<file path="config.mk">
export PLATFORM = sky130hd
export DESIGN_NAME = output_display_driver_flat
export DESIGN_NICKNAME = d
export VERILOG_FILES = /design/src/rtl/output_display_driver_pkg.sv /design/src/rtl/output_display_driver_if.sv /design/src/rtl/output_display_driver_seg7_decoder.sv /design/src/rtl/output_display_driver.sv /design/src/flat_wrapper.sv
export SDC_FILE = /design/constraint.sdc
export NUM_CORES = 1
export LEC_CHECK = 0
export CELL_PAD_IN_SITES_DETAIL_PLACEMENT = 1
export CELL_PAD_IN_SITES_GLOBAL_PLACEMENT = 2
export CORE_MARGIN = 2
export CORE_UTILIZATION = 34
export CTS_CLUSTER_DIAMETER = 200
export DETAILED_ROUTE_END_ITERATION = 12
export GPL_TIMING_DRIVEN = 1
export MAX_ROUTING_LAYER = met4
export PLACE_DENSITY = 0.75
export SLEW_MARGIN = 20
export SYNTH_ARGS = -nofsm -noshare
export SYNTH_HDL_FRONTEND = slang
export SYNTH_SLANG_ARGS = --single-unit
</file>
<file path="constraint.sdc">
create_clock -name clk -period 1.7 [get_ports clk]
set_clock_uncertainty 0.05 [all_clocks]
set_input_delay 0.425 -clock clk [delete_from_list [all_inputs] [get_ports clk]]
set_output_delay 0.425 -clock clk [all_outputs]
set_load 0.01 [all_outputs]
</file>
<file path="src/rtl/output_display_driver_pkg.sv">
// Shared display constants, FSM encoding and the shift-add-3 nibble helper
// used by the SAP-1 output display driver.
package sap1_display_pkg;

  typedef enum logic [1:0] {
    IDLE    = 2'd0,
    CONVERT = 2'd1,
    DONE    = 2'd2
  } disp_state_e;

  localparam logic [6:0] SEG_0     = 7'h40;
  localparam logic [6:0] SEG_1     = 7'h79;
  localparam logic [6:0] SEG_2     = 7'h24;
  localparam logic [6:0] SEG_3     = 7'h30;
  localparam logic [6:0] SEG_4     = 7'h19;
  localparam logic [6:0] SEG_5     = 7'h12;
  localparam logic [6:0] SEG_6     = 7'h02;
  localparam logic [6:0] SEG_7     = 7'h78;
  localparam logic [6:0] SEG_8     = 7'h00;
  localparam logic [6:0] SEG_9     = 7'h10;
  localparam logic [6:0] SEG_BLANK = 7'h7F;

  localparam int unsigned CONV_BITS = 8;

  // Each BCD nibble >= 5 gets +3 so the following left shift carries correctly.
  function automatic logic [11:0] add3_bcd(input logic [11:0] b);
    logic [11:0] r;
    for (int i = 0; i < 3; i++) begin
      r[i*4 +: 4] = (b[i*4 +: 4] >= 4'd5) ? (b[i*4 +: 4] + 4'd3) : b[i*4 +: 4];
    end
    return r;
  endfunction

endpackage

</file>
<file path="src/rtl/output_display_driver_if.sv">
// Bus between the output register side (value/strobe) and the display driver
// outputs (busy, converted BCD, segment and anode pins).
interface output_display_driver_if;
  logic [7:0]  o_value;
  logic        update;
  logic        busy;
  logic [11:0] bcd;
  logic [6:0]  seg;
  logic [2:0]  an;

  modport master (output o_value, update, input busy, bcd, seg, an);
  modport slave  (input o_value, update, output busy, bcd, seg, an);
endinterface

</file>
<file path="src/rtl/output_display_driver_seg7_decoder.sv">
// Combinational 4-bit BCD digit to active-low {g,f,e,d,c,b,a} segments.
module seg7_decoder
  import sap1_display_pkg::*;
(
  input  logic [3:0] i_bcd,
  output logic [6:0] o_seg
);

  always_comb begin
    o_seg = SEG_BLANK;
    case (i_bcd)
      4'd0:    o_seg = SEG_0;
      4'd1:    o_seg = SEG_1;
      4'd2:    o_seg = SEG_2;
      4'd3:    o_seg = SEG_3;
      4'd4:    o_seg = SEG_4;
      4'd5:    o_seg = SEG_5;
      4'd6:    o_seg = SEG_6;
      4'd7:    o_seg = SEG_7;
      4'd8:    o_seg = SEG_8;
      4'd9:    o_seg = SEG_9;
      default: o_seg = SEG_BLANK;
    endcase
  end

endmodule

</file>
<file path="src/rtl/output_display_driver.sv">
// 8-bit value to 3-digit BCD (serial shift-add-3) with multiplexed common-anode
// 7-segment scan. Optional leading-zero blanking: define OUTDISP_LZB_EN.
//
// state   | meaning
// IDLE    | waiting for an update strobe
// CONVERT | 8 shift-add-3 steps, busy high
// DONE    | publish scratch BCD, restart if a newer value is pending
module output_display_driver
  import sap1_display_pkg::*;
#(
  parameter int REFRESH_DIV = 1000,
  parameter int CNT_W       = 10
) (
  input  logic                    clk,
  input  logic                    reset,
  output_display_driver_if.slave  bus
);

  disp_state_e r_state, w_state_nxt;
  logic        w_load_new, w_load_pend, w_shift_en, w_done;

  logic [7:0]  r_shift;
  logic [11:0] r_scratch;
  logic [2:0]  r_bit_cnt;
  logic [7:0]  r_pend_buf;
  logic        r_pending;
  logic [11:0] r_bcd;
  logic        r_busy;

  logic [CNT_W-1:0] r_cnt;
  logic [1:0]       r_idx;
  logic [3:0]       w_nibble;
  logic [6:0]       w_seg_dec;
  logic             w_blank;
  logic [6:0]       r_seg;
  logic [2:0]       r_an;

  always_ff @(posedge clk or negedge reset) begin
    if (!reset) r_state <= IDLE;
    else        r_state <= w_state_nxt;
  end

  always_comb begin
    w_state_nxt = r_state;
    w_load_new  = 1'b0;
    w_load_pend = 1'b0;
    w_shift_en  = 1'b0;
    w_done      = 1'b0;
    case (r_state)
      IDLE: begin
        if (bus.update) begin
          w_load_new  = 1'b1;
          w_state_nxt = CONVERT;
        end
      end
      CONVERT: begin
        w_shift_en = 1'b1;
        if (r_bit_cnt == 3'd0) w_state_nxt = DONE;
      end
      DONE: begin
        w_done = 1'b1;
        // A strobe landing in DONE is the newest value and supersedes the buffer.
        if (bus.update) begin
          w_load_new  = 1'b1;
          w_state_nxt = CONVERT;
        end else if (r_pending) begin
          w_load_pend = 1'b1;
          w_state_nxt = CONVERT;
        end else begin
          w_state_nxt = IDLE;
        end
      end
      default: w_state_nxt = IDLE;
    endcase
  end

  always_ff @(posedge clk or negedge reset) begin
    if (!reset) begin
      r_shift   <= '0;
      r_scratch <= '0;
      r_bit_cnt <= '0;
      r_bcd     <= '0;
      r_busy    <= 1'b0;
    end else begin
      r_busy <= (w_state_nxt == CONVERT);
      if (w_done) r_bcd <= r_scratch;
      if (w_load_new || w_load_pend) begin
        r_shift   <= w_load_new ? bus.o_value : r_pend_buf;
        r_scratch <= '0;
        r_bit_cnt <= 3'(CONV_BITS - 1);
      end else if (w_shift_en) begin
        {r_scratch, r_shift} <= {add3_bcd(r_scratch), r_shift} << 1;
        if (r_bit_cnt != 3'd0) r_bit_cnt <= r_bit_cnt - 3'd1;
      end
    end
  end

  always_ff @(posedge clk or negedge reset) begin
    if (!reset) begin
      r_pend_buf <= '0;
      r_pending  <= 1'b0;
    end else if (w_load_new || w_load_pend) begin
      r_pending <= 1'b0;
    end else if (bus.update && r_state == CONVERT) begin
      r_pend_buf <= bus.o_value;
      r_pending  <= 1'b1;
    end
  end

  always_ff @(posedge clk or negedge reset) begin
    if (!reset) begin
      r_cnt <= '0;
      r_idx <= '0;
    end else if (r_cnt == CNT_W'(REFRESH_DIV - 1)) begin
      r_cnt <= '0;
      r_idx <= (r_idx == 2'd2) ? 2'd0 : r_idx + 2'd1;
    end else begin
      r_cnt <= r_cnt + 1'b1;
    end
  end

  always_comb begin
    w_nibble = 4'd0;
    case (r_idx)
      2'd0:    w_nibble = r_bcd[3:0];
      2'd1:    w_nibble = r_bcd[7:4];
      2'd2:    w_nibble = r_bcd[11:8];
      default: w_nibble = 4'd0;
    endcase
  end

  seg7_decoder u_seg7_decoder (
    .i_bcd (w_nibble),
    .o_seg (w_seg_dec)
  );

`ifdef OUTDISP_LZB_EN
  assign w_blank = ((r_idx == 2'd2) && (r_bcd[11:8] == 4'd0)) ||
                   ((r_idx == 2'd1) && (r_bcd[11:8] == 4'd0) && (r_bcd[7:4] == 4'd0));
`else
  assign w_blank = 1'b0;
`endif

  always_ff @(posedge clk or negedge reset) begin
    if (!reset) begin
      r_seg <= SEG_BLANK;
      r_an  <= 3'b111;
    end else begin
      r_seg <= w_blank ? SEG_BLANK : w_seg_dec;
      case (r_idx)
        2'd0:    r_an <= 3'b110;
        2'd1:    r_an <= 3'b101;
        2'd2:    r_an <= 3'b011;
        default: r_an <= 3'b111;
      endcase
    end
  end

  assign bus.busy = r_busy;
  assign bus.bcd  = r_bcd;
  assign bus.seg  = r_seg;
  assign bus.an   = r_an;

endmodule

</file>
<file path="src/flat_wrapper.sv">
// flat-port wrapper written by rule: the top's interface ports become plain ports
module output_display_driver_flat import sap1_display_pkg::*;
#(
  parameter int REFRESH_DIV = 1000,
  parameter int CNT_W       = 10
)
  (clk, reset, bus_o_value, bus_update, bus_busy, bus_bcd, bus_seg, bus_an);
  output_display_driver_if bus_i ();
  input  logic clk;
  input  logic reset;
  input wire logic [$bits(bus_i.o_value)-1:0] bus_o_value;
  input wire logic [$bits(bus_i.update)-1:0] bus_update;
  output wire logic [$bits(bus_i.busy)-1:0] bus_busy;
  output wire logic [$bits(bus_i.bcd)-1:0] bus_bcd;
  output wire logic [$bits(bus_i.seg)-1:0] bus_seg;
  output wire logic [$bits(bus_i.an)-1:0] bus_an;
  assign bus_i.o_value = bus_o_value;
  assign bus_i.update = bus_update;
  assign bus_busy = bus_i.busy;
  assign bus_bcd = bus_i.bcd;
  assign bus_seg = bus_i.seg;
  assign bus_an = bus_i.an;
  output_display_driver #(.REFRESH_DIV(REFRESH_DIV), .CNT_W(CNT_W)) u_core (.clk(clk), .reset(reset), .bus(bus_i));
endmodule
</file>
==> impl_metrics.xml, run 1 <==
<?xml version="1.0" encoding="UTF-8"?>
<metrics>
  <group name="status">
    <metric name="run_status" unit="">finished, final reports clean</metric>
  </group>
  <group name="cts">
    <metric name="cts_tree" unit="">built</metric>
    <metric name="hold_buffers" unit="">0</metric>
    <metric name="cts.reportedPaths.clkPinSlew" unit="ns">0.08</metric>
    <metric name="clock_path_buffers" unit="">2</metric>
    <metric name="cts.root.buffer_cell" unit="">sky130_fd_sc_hd__clkbuf_8</metric>
    <metric name="clkLatencyLatePin" unit="ns">0.35</metric>
    <metric name="cts-buffers-inserted" unit="">9</metric>
    <metric name="cts_max_level" unit="">3</metric>
    <metric name="cts_num_sinks" unit="">69</metric>
  </group>
  <group name="layout">
    <metric name="final_net_count" unit="">388</metric>
    <metric name="syn_to_final_growth" unit="%">26.9</metric>
    <metric name="final_cell_mix" unit="">57 x sky130_fd_sc_hd__dfrtp_1, 31 x sky130_fd_sc_hd__nand2_1, 29 x sky130_fd_sc_hd__buf_4</metric>
    <metric name="most_common_cell_after_layout_fill_and_taps_aside" unit="">sky130_fd_sc_hd__dfrtp_1</metric>
    <metric name="post_route_cells_drive_above_1_share" unit="%">28.8</metric>
    <metric name="layout.cell_area.non_filler" unit="sq um">4310</metric>
    <metric name="num_antenna_cells" unit="">0</metric>
  </group>
  <group name="global_routing">
    <metric name="maximum_number_of_pins_on_one_net_before_global_route_repair" unit="">70</metric>
    <metric name="grt_util_all_layers" unit="%">15.3</metric>
    <metric name="vias_in_the_first_global_route" unit="">2633</metric>
    <metric name="global_route_wire_length_before_repair" unit="um">12900</metric>
    <metric name="initial_antenna_violation_count" unit="">0</metric>
    <metric name="total_global_routing_overflow" unit="">0</metric>
  </group>
  <group name="routing">
    <metric name="drt-pass1-iter-count" unit="">5</metric>
    <metric name="routed_wire_length_per_instance" unit="um">14.9</metric>
    <metric name="route.final.wire_length" unit="um">7460</metric>
    <metric name="route.detailed.drc" unit="">0</metric>
    <metric name="initialDrtViolationCount" unit="">65</metric>
    <metric name="antenna_left" unit="">0</metric>
    <metric name="vias" unit="">2418</metric>
    <metric name="post_drt_via_cell_ratio" unit="">4.83</metric>
  </group>
  <group name="yosys">
    <metric name="syn-instance-count" unit="">300</metric>
    <metric name="synth-adder-area-share" unit="%">5.15</metric>
    <metric name="main_combinational_cell_family_by_area_after_synthesis" unit="">compound AO/OA/AOI/OAI gates</metric>
    <metric name="mappedNetlistArea" unit="sq um">3400</metric>
    <metric name="synth_mux_area_share" unit="%">11.5</metric>
    <metric name="synthTopCellsByArea" unit="">sky130_fd_sc_hd__dfrtp_1 43%, sky130_fd_sc_hd__dfstp_2 7.7%, sky130_fd_sc_hd__mux2_2 7.0%</metric>
    <metric name="yosys_top_cell_area_share" unit="%">43.4</metric>
    <metric name="ys_async_sr_fraction" unit="%">100</metric>
    <metric name="ys_ff_latch" unit="">69</metric>
    <metric name="post-synth-top-area-cell" unit="">sky130_fd_sc_hd__dfrtp_1</metric>
    <metric name="post_synth_xor_area_fraction" unit="%">2.32</metric>
    <metric name="synthSimpleGateAreaFrac" unit="%">12.6</metric>
    <metric name="yosysWarnings" unit="">0</metric>
    <metric name="synth_cell_types" unit="">46</metric>
    <metric name="syn_nets" unit="">325</metric>
    <metric name="synth.yosys.seq_area_share" unit="%">51.2</metric>
    <metric name="synth_compound_gate_area_share" unit="%">12.6</metric>
    <metric name="synth_edf_count" unit="">0</metric>
    <metric name="avgSynthCellArea" unit="sq um">11.3</metric>
    <metric name="dominant_synthesized_flop_cell" unit="">sky130_fd_sc_hd__dfrtp_1</metric>
  </group>
  <group name="sta">
    <metric name="rsz0062_at_grt" unit="">yes</metric>
    <metric name="slew_headroom" unit="%">74.0</metric>
    <metric name="finalCriticalPeriod" unit="ns">1.63</metric>
    <metric name="finalHoldWorstSlack" unit="ns">0.0379</metric>
    <metric name="hold_viol" unit="">0</metric>
    <metric name="setup_viol" unit="">0</metric>
    <metric name="max_clock_freq" unit="MHz">613</metric>
    <metric name="tightestPinTransition" unit="ns">0.389</metric>
    <metric name="drv_slew" unit="">0</metric>
    <metric name="final.period_utilization" unit="%">96.0</metric>
    <metric name="fin_setup_tns" unit="ns">0</metric>
  </group>
  <group name="setup_path">
    <metric name="data_arrival_time_of_the_critical_path" unit="ns">1.85</metric>
    <metric name="worst-path-max-fanout" unit="">3</metric>
    <metric name="critical_path_s_largest_stage_delay" unit="ns">0.46</metric>
    <metric name="path_delay_family" unit="">flip-flops</metric>
    <metric name="crit_path_frequent_cell" unit="">sky130_fd_sc_hd__mux2i_1</metric>
    <metric name="setup.worst_path.end_class" unit="">flip-flop</metric>
    <metric name="critical-path-slowest-cell" unit="">sky130_fd_sc_hd__dfrtp_2</metric>
    <metric name="worstPathCellList" unit="">buf_12, mux2i_1, o2bb2ai_2, buf_4, ha_1, mux2i_1, a21oi_1</metric>
    <metric name="crit_path_required_time" unit="ns">1.91</metric>
    <metric name="critical_path.n_buffers_inverters" unit="">2</metric>
    <metric name="path_class" unit="">reg2reg</metric>
    <metric name="cp-start-kind" unit="">flip-flop</metric>
  </group>
  <group name="power">
    <metric name="vdd_drop_max" unit="mV">0.703</metric>
    <metric name="leakage_component_of_the_power" unit="nW">1.98</metric>
    <metric name="power_density" unit="nW/um^2">1640</metric>
  </group>
  <group name="floorplanning">
    <metric name="core_area" unit="sq um">9730</metric>
    <metric name="placementRows" unit="">36</metric>
    <metric name="initial_core_utilization" unit="%">34.9</metric>
    <metric name="num_io_pins" unit="">34</metric>
    <metric name="fp.dieW" unit="um">104</metric>
    <metric name="die_height" unit="um">104</metric>
    <metric name="die_area" unit="sq um">10800</metric>
  </group>
  <group name="placed_design">
    <metric name="place_congestion" unit="">0.767</metric>
    <metric name="place_hpwl" unit="um">5320</metric>
    <metric name="portBuffers" unit="">33</metric>
    <metric name="place_area" unit="sq um">4060</metric>
  </group>
  <group name="flow_run">
    <metric name="cap_viol_max_count" unit="">0</metric>
  </group>
  <group name="hold_path">
    <metric name="timing.hold.worst.class" unit="">in2async</metric>
  </group>
</metrics>
-- routing by layer --
layer / wire (um) / GRT usage [%] / share of wire (%) / up-vias
met5: 0 / - / 0 / -
met4: 68 / 3.96 / 0.91 / 0
li1: - / - / - / 1176
met2: 3890 / 25.7 / 52 / 44
met3: 266 / 4.45 / 3.6 / 7
met1: 3230 / 18.0 / 43 / 1191
-- worst reg2reg max path, stage by stage (launching register included) --
cell	delay [ns]
sky130_fd_sc_hd__dfrtp_2	0.46
sky130_fd_sc_hd__buf_12	0.14
sky130_fd_sc_hd__mux2i_1	0.18
sky130_fd_sc_hd__o2bb2ai_2	0.09
sky130_fd_sc_hd__buf_4	0.15
sky130_fd_sc_hd__ha_1	0.20
sky130_fd_sc_hd__mux2i_1	0.18
sky130_fd_sc_hd__a21oi_1	0.11
-- sequential cells by signal, indices dropped and copies added, names as in the netlist, 3 cells and up --
name	flops
u_core.r_bit_cnt	3
u_core.r_shift	8
u_core.r_pend_buf	8
u_core.bus.seg	7
u_core.bus.an	3
u_core.bus.bcd	12
u_core.r_cnt	10
u_core.r_scratch	12
-- stage by stage --
stage	util, %	worst slack [ns]	std cells	total power [mW]
detailed placement	41.7	-0.127	480	5.76
global route	44.3	-0.00952	501	7.66
floorplan	-	0.000292	300	4.51
global placement	41.7	-0.107	480	5.61
CTS	43.7	0.00255	499	7.07
finish	44.3	0.0675	501	7.06
-- worst paths after layout --
path / from / to / slack, ns / depth (start not counted)
max in group asynchronous: reset / u_core.bus.an[2] / 1.23 / 2
min in group clk: u_core.r_shift[0] / u_core.r_shift[0] / 0.44 / 2
setup / recovery: u_core.r_idx[1] / u_core.bus.seg[6] / 0.07 / 7
hold / removal: reset / u_core.bus.bcd[10] / 0.04 / 2
setup reg to reg: u_core.r_idx[1] / u_core.bus.seg[6] / 0.07 / 7
hold reg to reg: u_core.r_shift[0] / u_core.r_shift[0] / 0.44 / 2
-- cell usage after synthesis, types with 3 or more instances --
cell	count
sky130_fd_sc_hd__dfrtp_1	59
sky130_fd_sc_hd__nand2_1	31
sky130_fd_sc_hd__a21oi_1	21
sky130_fd_sc_hd__mux2_2	21
sky130_fd_sc_hd__inv_1	18
sky130_fd_sc_hd__o21ai_0	15
sky130_fd_sc_hd__ha_1	14
sky130_fd_sc_hd__mux2i_1	12
sky130_fd_sc_hd__dfstp_2	10
sky130_fd_sc_hd__nand3_1	9
sky130_fd_sc_hd__nor2_1	9
sky130_fd_sc_hd__buf_2	8
sky130_fd_sc_hd__a221o_1	6
sky130_fd_sc_hd__nand2b_1	6
sky130_fd_sc_hd__nand3b_1	6
sky130_fd_sc_hd__nor3_1	6
sky130_fd_sc_hd__xnor2_1	6
sky130_fd_sc_hd__a22o_1	4
sky130_fd_sc_hd__nor2b_1	4
sky130_fd_sc_hd__buf_6	3
sky130_fd_sc_hd__xor2_1	3
-- where the power goes --
part / switching [mW] / total [mW] / internal [mW]
logic: 1.51 / 3.01 / 1.51
clock network: 0.647 / 1.36 / 0.715
registers: 0.406 / 2.69 / 2.28
-- kinds of logic (layout without fill, tap and decap cells) --
family / count (synthesis) / in the layout
AOI/OAI and AO/OA: 60 / 60
xor gates and xnor gates: 9 / 9
adders and majority gates: 14 / 14
buffers and inverters: 32 / 100
DFF: 69 / 69
muxes: 35 / 35
and+or+nand+nor: 81 / 81
-- area by class of cell --
type | instances | area (sq um)
Tap cell | 133 | 166
Fill cell | 1097 | 5420
Inverter | 18 | 67.6
Clock buffer | 10 | 138
Multi-Input combinational cell | 199 | 1550
Timing Repair Buffer | 66 | 589
Clock inverter | 6 | 61.3
Sequential cell | 69 | 1740
-- timing repair --
item / CTS / global route
resized for setup: 24 / 13
setup endpoints to repair: 23 / 8
buffers inserted: 3 / 2
pin swaps: 0 / 4
Note: power is estimated with default switching activity, not from simulation.
==> inputs of run 2 (changes only) <==
- CORE_ASPECT_RATIO: default -> 2
==> run 2 against run 1 <==
Compared with the run above:
- total power increased by 9.5%
- critical endpoint is now bus_busy
- worst hold slack improved by 0.026 ns
- largest power group unchanged
- clock power up 49%
- final area increased by 3.9%
- register-to-register slack about the same
- wire length is 3.8% lower
- highest routed layer unchanged
==> impl_metrics.xml, run 2 (synthesized netlist as in run 1, its figures left out) <==
<?xml version="1.0" encoding="UTF-8"?>
<metrics>
  <group name="status">
    <metric name="run_status" unit="">finished, final reports clean</metric>
  </group>
  <group name="routing">
    <metric name="route.final.wire_length" unit="um">7180</metric>
    <metric name="post_drt_via_cell_ratio" unit="">4.88</metric>
    <metric name="antenna_left" unit="">0</metric>
    <metric name="routed_wire_length_per_instance" unit="um">14.4</metric>
    <metric name="initialDrtViolationCount" unit="">68</metric>
    <metric name="drt-pass1-iter-count" unit="">4</metric>
    <metric name="route.detailed.drc" unit="">0</metric>
    <metric name="vias" unit="">2437</metric>
  </group>
  <group name="floorplanning">
    <metric name="die_height" unit="um">145</metric>
    <metric name="die_area" unit="sq um">10900</metric>
    <metric name="initial_core_utilization" unit="%">34.8</metric>
    <metric name="placementRows" unit="">51</metric>
    <metric name="num_io_pins" unit="">34</metric>
    <metric name="core_area" unit="sq um">9760</metric>
    <metric name="fp.dieW" unit="um">74.7</metric>
  </group>
  <group name="global_routing">
    <metric name="initial_antenna_violation_count" unit="">0</metric>
    <metric name="global_route_wire_length_before_repair" unit="um">12400</metric>
    <metric name="total_global_routing_overflow" unit="">0</metric>
    <metric name="most_used_layer_global_route" unit="">met2</metric>
    <metric name="grt_util_all_layers" unit="%">15.1</metric>
    <metric name="groute.layer.met2.usage" unit="%">27.3</metric>
    <metric name="maximum_number_of_pins_on_one_net_before_global_route_repair" unit="">70</metric>
    <metric name="use_met3" unit="%">3.12</metric>
    <metric name="grtUsageMet1" unit="%">15.5</metric>
    <metric name="vias_in_the_first_global_route" unit="">2657</metric>
  </group>
  <group name="cts">
    <metric name="clock_path_buffers" unit="">2</metric>
    <metric name="hold_buffers" unit="">0</metric>
    <metric name="clkLatencyLatePin" unit="ns">0.33</metric>
    <metric name="cts_tree" unit="">built</metric>
    <metric name="cts_max_level" unit="">3</metric>
    <metric name="cts.root.buffer_cell" unit="">sky130_fd_sc_hd__clkbuf_16</metric>
    <metric name="cts_num_sinks" unit="">69</metric>
    <metric name="cts-buffers-inserted" unit="">9</metric>
    <metric name="cts.reportedPaths.clkPinSlew" unit="ns">0.05</metric>
  </group>
  <group name="sta">
    <metric name="slew_headroom" unit="%">76.7</metric>
    <metric name="setup_slack" unit="ns">0.0616</metric>
    <metric name="tightestPinTransition" unit="ns">0.340</metric>
    <metric name="fin_setup_tns" unit="ns">0</metric>
    <metric name="drv_slew" unit="">0</metric>
    <metric name="final.period_utilization" unit="%">96.4</metric>
    <metric name="finalCriticalPeriod" unit="ns">1.64</metric>
    <metric name="rsz0062_at_grt" unit="">yes</metric>
    <metric name="finalHoldWorstSlack" unit="ns">0.0636</metric>
    <metric name="max_clock_freq" unit="MHz">610</metric>
    <metric name="setup_viol" unit="">0</metric>
    <metric name="hold_viol" unit="">0</metric>
  </group>
  <group name="placed_design">
    <metric name="portBuffers" unit="">33</metric>
    <metric name="place_hpwl" unit="um">5350</metric>
    <metric name="placement.setup.worst_slack" unit="ns">-0.126</metric>
    <metric name="place_area" unit="sq um">4050</metric>
    <metric name="place_congestion" unit="">0.736</metric>
  </group>
  <group name="power">
    <metric name="vdd_drop_max" unit="mV">0.883</metric>
    <metric name="power_density" unit="nW/um^2">1720</metric>
    <metric name="leakage_component_of_the_power" unit="nW">2.06</metric>
  </group>
  <group name="setup_path">
    <metric name="critical_path_s_largest_stage_delay" unit="ns">0.53</metric>
    <metric name="timing.rr.start" unit="">u_core.r_idx[1]</metric>
    <metric name="worstPathCellList" unit="">clkdlybuf4s50_1</metric>
    <metric name="path_delay_family" unit="">buffers and inverters</metric>
    <metric name="rr_endpoint" unit="">u_core.bus.seg[3]</metric>
    <metric name="logic_depth_of_the_worst_setup_path_including_buffers" unit="">1</metric>
    <metric name="critical_path.endpoint" unit="">bus_busy</metric>
    <metric name="worst-path-max-fanout" unit="">1</metric>
    <metric name="data_arrival_time_of_the_critical_path" unit="ns">1.16</metric>
    <metric name="cp-start-kind" unit="">flip-flop</metric>
    <metric name="crit_path_required_time" unit="ns">1.22</metric>
    <metric name="critPathLaunch" unit="">u_core.bus.busy</metric>
    <metric name="r2r.worst_path.cells" unit="">7</metric>
    <metric name="reg2reg_setup_slack" unit="ns">0.08</metric>
    <metric name="setup.worst_path.end_class" unit="">output port</metric>
    <metric name="path_class" unit="">reg2out</metric>
    <metric name="critical-path-slowest-cell" unit="">sky130_fd_sc_hd__clkdlybuf4s50_1</metric>
    <metric name="critical_path.n_buffers_inverters" unit="">1</metric>
  </group>
  <group name="layout">
    <metric name="post_route_cells_drive_above_1_share" unit="%">28.6</metric>
    <metric name="final_cell_mix" unit="">56 x sky130_fd_sc_hd__dfrtp_1, 31 x sky130_fd_sc_hd__nand2_1, 29 x sky130_fd_sc_hd__buf_4</metric>
    <metric name="num_antenna_cells" unit="">0</metric>
    <metric name="most_common_cell_after_layout_fill_and_taps_aside" unit="">sky130_fd_sc_hd__dfrtp_1</metric>
    <metric name="layout.cell_area.non_filler" unit="sq um">4480</metric>
    <metric name="final_net_count" unit="">387</metric>
    <metric name="num-fill-cells" unit="">1057</metric>
    <metric name="syn_to_final_growth" unit="%">31.9</metric>
  </group>
  <group name="flow_run">
    <metric name="cap_viol_max_count" unit="">0</metric>
  </group>
  <group name="hold_path">
    <metric name="timing.hold.worst.class" unit="">in2async</metric>
  </group>
</metrics>
==> run 2: cell type report <==
cell class / count / area [sq um] / area share (%)
clock buffer: 12 / 256 / 5.72
clock inverter: 4 / 70.1 / 1.56
inverter: 18 / 67.6 / 1.51
multi-input combinational: 199 / 1610 / 35.9
sequential: 69 / 1740 / 38.9
tap: 132 / 165 / 3.68
timing repair buffer: 65 / 571 / 12.7
==> run 2: worst min-delay path by stage <==
| stage | cells after the start | slack (ns) | startpoint | end |
|---|---|---|---|---|
| 2_1_floorplan | 0 | 0.08 | reset | u_core.bus.bcd[0] |
| 3_3_place_gp | 2 | 0.42 | u_core.r_pend_buf[3] | u_core.r_pend_buf[3] |
| 3_5_place_dp | 2 | 0.43 | reset | u_core.bus.bcd[11] |
| 4_1_cts | 2 | 0.08 | reset | u_core.r_scratch[3] |
| 5_1_grt | 2 | 0.08 | reset | u_core.bus.bcd[4] |
| 6_report | 2 | 0.06 | reset | u_core.r_scratch[11] |
==> run 2: metal layers <==
layer  part of all wire, %  wire length [um]
met1                    38              2720
met2                    58              4160
met3                   2.5               180
met4                   1.6               118
met5                     0                 0
==> run 2: timing repair <==
item | 4_1_cts | 5_1_grt
setup buffers | 2 | 1
setup endpoints to repair | 29 | 11
resized for setup | 28 | 15
pin swaps | 0 | 5
==> run 2: metrics by stage <==
step | util (%) | power [mW] | cells
after floorplan | - | 4.51 | 300
after global placement | 41.5 | 5.62 | 480
after detailed placement | 41.5 | 5.74 | 480
after CTS | 44.9 | 7.73 | 498
after global routing | 45.9 | 8.32 | 499
final | 45.9 | 7.73 | 499
==> run 2: power breakdown <==
| group | total, mW | internal (mW) | switching [mW] | leakage (nW) |
|---|---|---|---|---|
| logic | 2.95 | 1.51 | 1.43 | 1.05 |
| clock network | 2.03 | 1.36 | 0.667 | 0.163 |
| registers | 2.76 | 2.29 | 0.471 | 0.839 |
==> inputs of run 3 (changes only) <==
- SKIP_CTS_REPAIR_TIMING: default -> 1
==> run 3 against run 2 <==
Compared with the run above:
- worst hold slack got worse by 0.0090 ns
- clock power about the same
- combinational power down 2%
- flip-flop and latch count unchanged
- count of clock-buffer cells in the layout did not move
- non-clock buffer count decreased by 3
- final cell count decreased by 0.60%
- first-iteration DRC count unchanged
- critical path depth grew 6
- final area is 0.33% lower
- total power decreased by 0.75%
==> impl_metrics.xml, run 3 (synthesized netlist as in run 1, its figures left out) <==
<?xml version="1.0" encoding="UTF-8"?>
<metrics>
  <group name="setup_path">
    <metric name="critical_path.n_buffers_inverters" unit="">2</metric>
    <metric name="timing.rr.start" unit="">u_core.r_idx[1]</metric>
    <metric name="worstPathCellList" unit="">buf_4, nor2b_4, o2bb2ai_2, inv_2, ha_1, mux2i_1, a21oi_1</metric>
    <metric name="critical_path_s_largest_stage_delay" unit="ns">0.45</metric>
    <metric name="cp-start-kind" unit="">flip-flop</metric>
    <metric name="crit_path_required_time" unit="ns">1.89</metric>
    <metric name="worst-path-max-fanout" unit="">4</metric>
    <metric name="path_delay_family" unit="">flip-flops</metric>
    <metric name="rr_endpoint" unit="">u_core.bus.seg[3]</metric>
    <metric name="setup.worst_path.end_class" unit="">flip-flop</metric>
    <metric name="critical-path-slowest-cell" unit="">sky130_fd_sc_hd__dfrtp_2</metric>
    <metric name="reg2reg_setup_slack" unit="ns">0.04</metric>
    <metric name="path_class" unit="">reg2reg</metric>
    <metric name="data_arrival_time_of_the_critical_path" unit="ns">1.85</metric>
    <metric name="r2r.worst_path.cells" unit="">7</metric>
  </group>
  <group name="global_routing">
    <metric name="use_met3" unit="%">3.12</metric>
    <metric name="vias_in_the_first_global_route" unit="">2645</metric>
    <metric name="maximum_number_of_pins_on_one_net_before_global_route_repair" unit="">70</metric>
    <metric name="initial_antenna_violation_count" unit="">0</metric>
    <metric name="most_used_layer_global_route" unit="">met2</metric>
    <metric name="grtUsageMet1" unit="%">15.5</metric>
    <metric name="total_global_routing_overflow" unit="">0</metric>
    <metric name="groute.layer.met2.usage" unit="%">27.2</metric>
    <metric name="global_route_wire_length_before_repair" unit="um">12400</metric>
    <metric name="grt_util_all_layers" unit="%">15.0</metric>
  </group>
  <group name="layout">
    <metric name="final_cell_mix" unit="">56 x sky130_fd_sc_hd__dfrtp_1, 31 x sky130_fd_sc_hd__nand2_1, 27 x sky130_fd_sc_hd__buf_4</metric>
    <metric name="num-fill-cells" unit="">1053</metric>
    <metric name="syn_to_final_growth" unit="%">31.4</metric>
    <metric name="num_antenna_cells" unit="">0</metric>
    <metric name="most_common_cell_after_layout_fill_and_taps_aside" unit="">sky130_fd_sc_hd__dfrtp_1</metric>
    <metric name="multi_input_gate_area" unit="sq um">1540</metric>
    <metric name="seq_area" unit="sq um">1740</metric>
    <metric name="final_net_count" unit="">384</metric>
    <metric name="post_route_cells_drive_above_1_share" unit="%">27.2</metric>
  </group>
  <group name="sta">
    <metric name="finalCriticalPeriod" unit="ns">1.66</metric>
    <metric name="drv_slew" unit="">0</metric>
    <metric name="rsz0062_at_grt" unit="">yes</metric>
    <metric name="fin_setup_tns" unit="ns">0</metric>
    <metric name="max_clock_freq" unit="MHz">601</metric>
    <metric name="setup_viol" unit="">0</metric>
    <metric name="slew_headroom" unit="%">74.6</metric>
    <metric name="hold_viol" unit="">0</metric>
    <metric name="tightestPinTransition" unit="ns">0.381</metric>
    <metric name="finalHoldWorstSlack" unit="ns">0.0546</metric>
    <metric name="final.period_utilization" unit="%">97.8</metric>
  </group>
  <group name="routing">
    <metric name="vias" unit="">2430</metric>
    <metric name="route.final.wire_length" unit="um">7180</metric>
    <metric name="initialDrtViolationCount" unit="">68</metric>
    <metric name="route.detailed.drc" unit="">0</metric>
    <metric name="post_drt_via_cell_ratio" unit="">4.90</metric>
    <metric name="antenna_left" unit="">0</metric>
    <metric name="routed_wire_length_per_instance" unit="um">14.5</metric>
    <metric name="drt-pass1-iter-count" unit="">4</metric>
  </group>
  <group name="floorplanning">
    <metric name="die_area" unit="sq um">10900</metric>
    <metric name="num_io_pins" unit="">34</metric>
    <metric name="fp.dieW" unit="um">74.7</metric>
    <metric name="initial_core_utilization" unit="%">34.8</metric>
    <metric name="die_height" unit="um">145</metric>
    <metric name="core_area" unit="sq um">9760</metric>
    <metric name="placementRows" unit="">51</metric>
  </group>
  <group name="hold_path">
    <metric name="timing.hold.worst.class" unit="">in2async</metric>
  </group>
  <group name="placed_design">
    <metric name="place_hpwl" unit="um">5350</metric>
    <metric name="place_congestion" unit="">0.736</metric>
    <metric name="portBuffers" unit="">33</metric>
  </group>
  <group name="power">
    <metric name="pwr-share-comb" unit="%">37.8</metric>
    <metric name="pwr_total" unit="mW">7.67</metric>
    <metric name="vdd_drop_max" unit="mV">0.885</metric>
    <metric name="p_sw" unit="mW">2.51</metric>
    <metric name="leakage_component_of_the_power" unit="nW">2.22</metric>
    <metric name="internal_power" unit="mW">5.17</metric>
    <metric name="clock_power_share" unit="%">26.3</metric>
    <metric name="power_density" unit="nW/um^2">1720</metric>
    <metric name="power.share.sequential" unit="%">35.8</metric>
    <metric name="power.share.switching" unit="%">32.7</metric>
  </group>
  <group name="flow_run">
    <metric name="cap_viol_max_count" unit="">0</metric>
  </group>
  <group name="cts">
    <metric name="cts_num_sinks" unit="">69</metric>
    <metric name="cts-buffers-inserted" unit="">9</metric>
    <metric name="cts_max_level" unit="">3</metric>
    <metric name="cts.reportedPaths.clkPinSlew" unit="ns">0.06</metric>
    <metric name="clkLatencyLatePin" unit="ns">0.33</metric>
    <metric name="cts.root.buffer_cell" unit="">sky130_fd_sc_hd__clkbuf_16</metric>
    <metric name="clock_path_buffers" unit="">2</metric>
    <metric name="cts_tree" unit="">built</metric>
  </group>
  <group name="status">
    <metric name="run_status" unit="">finished, final reports clean</metric>
  </group>
</metrics>
## run 3: cell count changes in the layout (fill, tap and decap cells not counted), sizes merged
| cell | change |
|---|---|
| dlygate4sd2 | -21 |
| dlymetal6s2s | +21 |
| buf | -3 |
## run 3: how the worst max path moves through the flow
| stage | from | endpoint | slack [ns] | cells after the start |
|---|---|---|---|---|
| floorplan | u_core.r_cnt[0] | u_core.r_idx[1] | 0.0003 | 6 |
| global placement | bus_update | u_core.r_pend_buf[6] | -0.09 | 5 |
| finish | u_core.r_idx[1] | u_core.bus.seg[3] | 0.04 | 7 |
| detailed placement | u_core.r_idx[1] | u_core.bus.seg[3] | -0.13 | 6 |
| global route | u_core.r_idx[1] | u_core.bus.seg[3] | -0.08 | 7 |
| CTS | u_core.bus.seg[1] | bus_seg[1] | -0.15 | 1 |
## run 3: power groups by stage
stage	clock, mW	sequential (mW)	combinational [mW]
6_report	2.02	2.75	2.90
5_1_grt	2.14	2.84	3.25
4_1_cts	2.07	2.75	2.99
3_5_place_dp	0	2.77	2.97
3_3_place_gp	0	2.75	2.87
2_1_floorplan	0	2.74	1.78
## run 3: per-stage QoR
stage	worst slack, ns	instance area (sq um)	utilization, %	std cells
6_report	0.0373	4470	45.8	496
5_1_grt	-0.0779	4470	45.8	496
4_1_cts	-0.154	4380	44.8	496
3_5_place_dp	-0.126	4050	41.5	480
3_3_place_gp	-0.0855	4050	41.5	480
2_1_floorplan	0.000292	3410	-	300
## run 3: layout make-up
cell class,count,area share (%)
Timing Repair Buffer,62,13.9
Inverter,18,1.51
Multi-Input combinational cell,199,34.5
Tap cell,132,3.70
Clock buffer,12,5.74
Clock inverter,4,1.57
Sequential cell,69,39.0
## run 3: layer usage
layer  wire length [um]  vias to the layer above
li1                   -                     1163
met1               2680                     1221
met2               4190                       38
met3                191                        8
met4                118                        0
met5                  0                        -
